### config.mk
export PLATFORM = sky130hd
export DESIGN_NAME = processing_element
export DESIGN_NICKNAME = d
export VERILOG_FILES = /design/src/rtl/processing_element.sv
export SDC_FILE = /design/constraint.sdc
export NUM_CORES = 1
export LEC_CHECK = 0
export CORE_UTILIZATION = 57
export CTS_BUF_LIST = sky130_fd_sc_hd__clkbuf_2
export CTS_CLUSTER_DIAMETER = 200
export DETAILED_ROUTE_END_ITERATION = 6
export DONT_BUFFER_PORTS = 1
export HOLD_SLACK_MARGIN = 0.03
export MAX_ROUTING_LAYER = met4
export PLACE_DENSITY = 0.73
export SYNTH_ARGS = -nofsm -noshare
export SYNTH_HDL_FRONTEND = slang
export SYNTH_SLANG_ARGS = --single-unit
### constraint.sdc
create_clock -name CLK -period 12.1 [get_ports CLK]
set_input_delay 1.815 -clock CLK [delete_from_list [all_inputs] [get_ports CLK]]
set_output_delay 1.815 -clock CLK [all_outputs]
set_load 0.02 [all_outputs]
### src/rtl/processing_element.sv
// processing_element: multiply-accumulate cell for a systolic array.
//   Each enabled cycle: acc += InputIn * WeightIn, and both operands are
//   registered and forwarded (activation to the right, weight downward).
// Parameters:
//   WIDTH  - operand width; accumulator is 2*WIDTH bits (wraps on overflow)
//   SIGNED - 0: unsigned operands, 1: two's-complement operands
// Ports:
//   CLK        clock, rising edge
//   ASYNC_RST  asynchronous active-high clear of all registers
//   SYNC_RST   synchronous active-high clear, overrides EN
//   EN         cycle enable for forwarding and accumulation
//   InputIn    activation from left neighbour / array edge
//   WeightIn   weight from top neighbour / array edge
//   InputOut   registered InputIn, to right neighbour
//   WeightOut  registered WeightIn, to bottom neighbour
//   Result     registered accumulator
module processing_element #(
  parameter int WIDTH  = 8,
  parameter bit SIGNED = 1'b0
) (
  input  logic               CLK,
  input  logic               ASYNC_RST,
  input  logic               SYNC_RST,
  input  logic               EN,
  input  logic [WIDTH-1:0]   InputIn,
  input  logic [WIDTH-1:0]   WeightIn,
  output logic [WIDTH-1:0]   InputOut,
  output logic [WIDTH-1:0]   WeightOut,
  output logic [2*WIDTH-1:0] Result
);

  logic [WIDTH-1:0]   in_q;
  logic [WIDTH-1:0]   w_q;
  logic [2*WIDTH-1:0] acc;

  // Extend operands to 2*WIDTH before multiplying. The low 2*WIDTH bits of
  // a product of sign-extended operands equal the two's-complement product,
  // so one unsigned multiplier serves both modes.
  logic               in_ext_bit;
  logic               w_ext_bit;
  logic [2*WIDTH-1:0] in_ext;
  logic [2*WIDTH-1:0] w_ext;
  logic [2*WIDTH-1:0] prod;

  assign in_ext_bit = SIGNED ? InputIn[WIDTH-1]  : 1'b0;
  assign w_ext_bit  = SIGNED ? WeightIn[WIDTH-1] : 1'b0;
  assign in_ext     = {{WIDTH{in_ext_bit}}, InputIn};
  assign w_ext      = {{WIDTH{w_ext_bit}}, WeightIn};
  assign prod       = in_ext * w_ext;

  always_ff @(posedge CLK or posedge ASYNC_RST) begin
    if (ASYNC_RST) begin
      in_q <= '0;
      w_q  <= '0;
      acc  <= '0;
    end else if (SYNC_RST) begin
      in_q <= '0;
      w_q  <= '0;
      acc  <= '0;
    end else if (EN) begin
      in_q <= InputIn;
      w_q  <= WeightIn;
      acc  <= acc + prod;
    end
  end

  assign InputOut  = in_q;
  assign WeightOut = w_q;
  assign Result    = acc;

endmodule

==> flow_summary_export.csv <==
group,metric,value,unit
timing,max_freq,178,MHz
global_routing,met3_usage,4.95,%
yosys,ys_ff_latch,32,
clock_network,cts_hold_buf,0,
yosys,seq_area_frac_synth,21.0,%
timing,finalSetupViolations,0,
global_routing,grt_pass1_wl,14400,um
setup_path,start_kind,"input port",
yosys,ys_warn_count,0,
clock_network,clkTransAtPathRegs,0.20,ns
yosys,netlist_top_cells_area,"fa_1, dfrtp_1, ha_1",
timing,slew_violations,0,
clock_network,cts_root_buf,"clkbuf_2",
placed_design,gp_congestion,0.901,
global_routing,grt_pass1_vias,3004,
final_layout,post-route-util,61.4,%
run_status,status,"finished clean",
routing,initialDrtViolationCount,156,
routing,drtAntennaViolNets,0,
flow_run,max-cap-violations,0,
pwr,p_leak,2.16,nW
pwr,p_per_area,218,mW/mm^2
placed_design,portBuffers,0,
setup_path,critPathSlowestCell,"fa_1",
timing,finalHoldViolCount,0,
setup_path,r2r-end,"Result[15]",
setup_path,cp_max_fo,9,
floorplan,start_util,59.7,%
setup_path,arrival,5.94,ns
routing,wl_per_cell,16.8,um
yosys,syn_avg_cell_area,9.23,sq um
setup_path,cp.required,12.41,ns
timing,rsz0062_at_grt,"no",
final_layout,drive_above_1_share,3.41,%
setup_path,cp_common_cell,"fa_1",
yosys,yosys.area.top_type,"fa_1",
global_routing,grt_max_degree,34,
final_layout,fillCellCount,555,
min_path,min_to,"Result[11]",
floorplan,die_w,83.8,um
setup_path,crit_path_cell_trace,"nand2_1 > fa_1 > inv_1 > fa_1 > fa_1 > inv_1 > fa_1 > inv_1 > ha_1 > and3_2 > a221oi_2 > o21bai_1 > or3_1 > a32o_1",
global_routing,grt-busiest-layer,"met2",
global_routing,overflow,0,
routing,first_pass_iters,4,
routing,drt_wl_total,8170,um
yosys,synth_cells,413,
min_path,hold_path_class,"flip-flop to flip-flop",
setup_path,path_delay_family,"adder cells",
clock_network,clock_sinks,32,
timing,max_slew_margin,71.7,%
timing,whs,0.696,ns
timing,fin_crit,5.62,ns
yosys,synth_area,0.00381,sq mm
global_routing,grtUsageTotal,27.2,%
yosys,synth_cell_types,36,
final_layout,syn_to_final_growth,2.82,%
global_routing,met2_usage,43.9,%
floorplan,die_h,83.8,um
clock_network,cts_tree,"built",
routing,routed_via_density,5.60,
clock_network,cts_buffers,5,
floorplan,core,0.00639,sq mm
clock_network,post_cts_buffers,0,
routing,drc,0,
clock_network,cts.path.max_buffers,2,
clock_network,worst_skew_pair.late_latency,0.40,ns
min_path,min_from,"Result[11]",
final_layout,layout.nets,514,
yosys,yosys.area.top_type_share,26.3,%
setup_path,endpoint_kind,"flip-flop",
global_routing,antenna_found_initial,0,
global_routing,use_met1,36.2,%
setup_path,crit_type,"input port to flip-flop",
timing,finalCritPeriodShare,46.5,%
timing,setup_tns,0,ns
floorplan,num_rows,29,
yosys,synthesis.nets,518,
setup_path,reg2regPathDepth,14,
pwr,vdd_drop_max,0.000252,V
timing,max_slew.worst_pin.slew,0.425,ns
setup_path,cp.buffers_inverters,3,
timing,fin_skew,0.00952,ns
setup_path,cpPeakStageDelay,0.54,ns
min_path,min_delay_path_depth,2,
clock_network,post_cts_resized,0,
final_layout,mostFrequentLayoutCell,"inv_1",
final_layout,antenna-diode-count,0,
setup_path,timing.rr.start,"Result[7]",
placed_design,dp_hpwl,6370,um
floorplan,dieArea,0.00702,sq mm
clock_network,cts-htree-levels,2,
floorplan,ios,52,
routing,num_vias,2729,
final_layout,final_cell_mix,"inv_1, fa_1, nand2_1",
setup_path,r2r_slack,7.39,ns
## power by group
group | switching, mW | internal (mW) | leakage, nW | total (mW)
Combinational | 0.347 | 0.272 | 1.71 | 0.620
Clock | 0.0451 | 0.0144 | 0.0252 | 0.0594
Sequential | 0.0470 | 0.127 | 0.425 | 0.174
## cell usage after synthesis
library cell	n
and3_1	2
nand2b_1	2
inv_1	97
nor3_1	2
and4_2	1
clkbuf_1	12
a31o_2	1
o211ai_1	1
o221ai_1	1
nand4b_1	1
nand3_1	4
o311ai_0	1
fa_1	50
dfrtp_1	32
a211oi_1	1
ha_1	35
nand2_1	37
or3_1	4
a21boi_0	1
nand3b_1	1
o21bai_1	2
mux2i_1	26
o21ai_0	7
nor2_1	29
o21ba_2	1
a221oi_2	1
a21oi_1	5
xnor2_1	8
a32o_1	3
and2_1	34
and3_2	1
a221oi_1	1
a2111oi_0	1
a21o_1	6
o211a_1	1
nor2b_1	1
## flip-flops by register name, indices dropped and copies added (netlist names)
register,flops
InputOut,8
Result,16
WeightOut,8
## cell type report
class	instances	area, sq um	share of cell area, %
Sequential cell	32	801	20.4
Inverter	97	364	9.29
Timing Repair Buffer	1	7.51	0.192
Multi-Input combinational cell	272	2600	66.4
Tap cell	77	96.3	2.46
Clock inverter	3	23.8	0.607
Clock buffer	5	25.0	0.639
## cell families (layout without fill, tap and decap cells)
logic type               after synthesis  in the layout  synth area share (%)
flip-flops                            32             32                  21.0
buffers and inverters                109            106                  10.7
AO/OA/AOI/OAI                         34             34                  6.60
adder cells (fa/ha/maj)               85             85                  37.8
XOR/XNOR                               8              8                  1.84
AND/OR/NAND/NOR                      119            119                  15.2
multiplexers                          26             26                  6.83
## worst max-delay path by stage
stage	start	endpoint	cells after the start
after floorplan	InputIn[6]	Result[15]	15
final	WeightIn[2]	Result[15]	14
after global routing	WeightIn[2]	Result[15]	14
after CTS	WeightIn[2]	Result[15]	14
after detailed placement	WeightIn[2]	Result[15]	14
after global placement	InputIn[3]	Result[15]	13
## per-layer routing
layer	up-vias	part of all wire, %
met5	-	0
met4	0	1.3
met3	8	6.2
met2	94	47
met1	1365	45
li1	1262	-
## through the flow
stage | setup WS, ns | instances | cell area, sq um | total power [mW]
after floorplan | 6.01 | 413 | 3810 | 0.672
after global placement | 6.14 | 479 | 3870 | 0.767
after detailed placement | 6.04 | 479 | 3870 | 0.792
after CTS | 6.47 | 487 | 3920 | 0.857
after global routing | 6.29 | 487 | 3920 | 0.968
final | 6.48 | 487 | 3920 | 0.853
## worst reg2reg max path, cell delays in order, from the launching register on
cell	delay (ns)
dfrtp_1	0.54
inv_1	0.12
fa_1	0.54
inv_1	0.05
fa_1	0.46
fa_1	0.48
inv_1	0.06
fa_1	0.54
inv_1	0.04
ha_1	0.35
a21o_1	0.23
a221oi_2	0.43
o21bai_1	0.15
or3_1	0.37
a32o_1	0.26
Note: power is estimated with default switching activity, not from simulation.
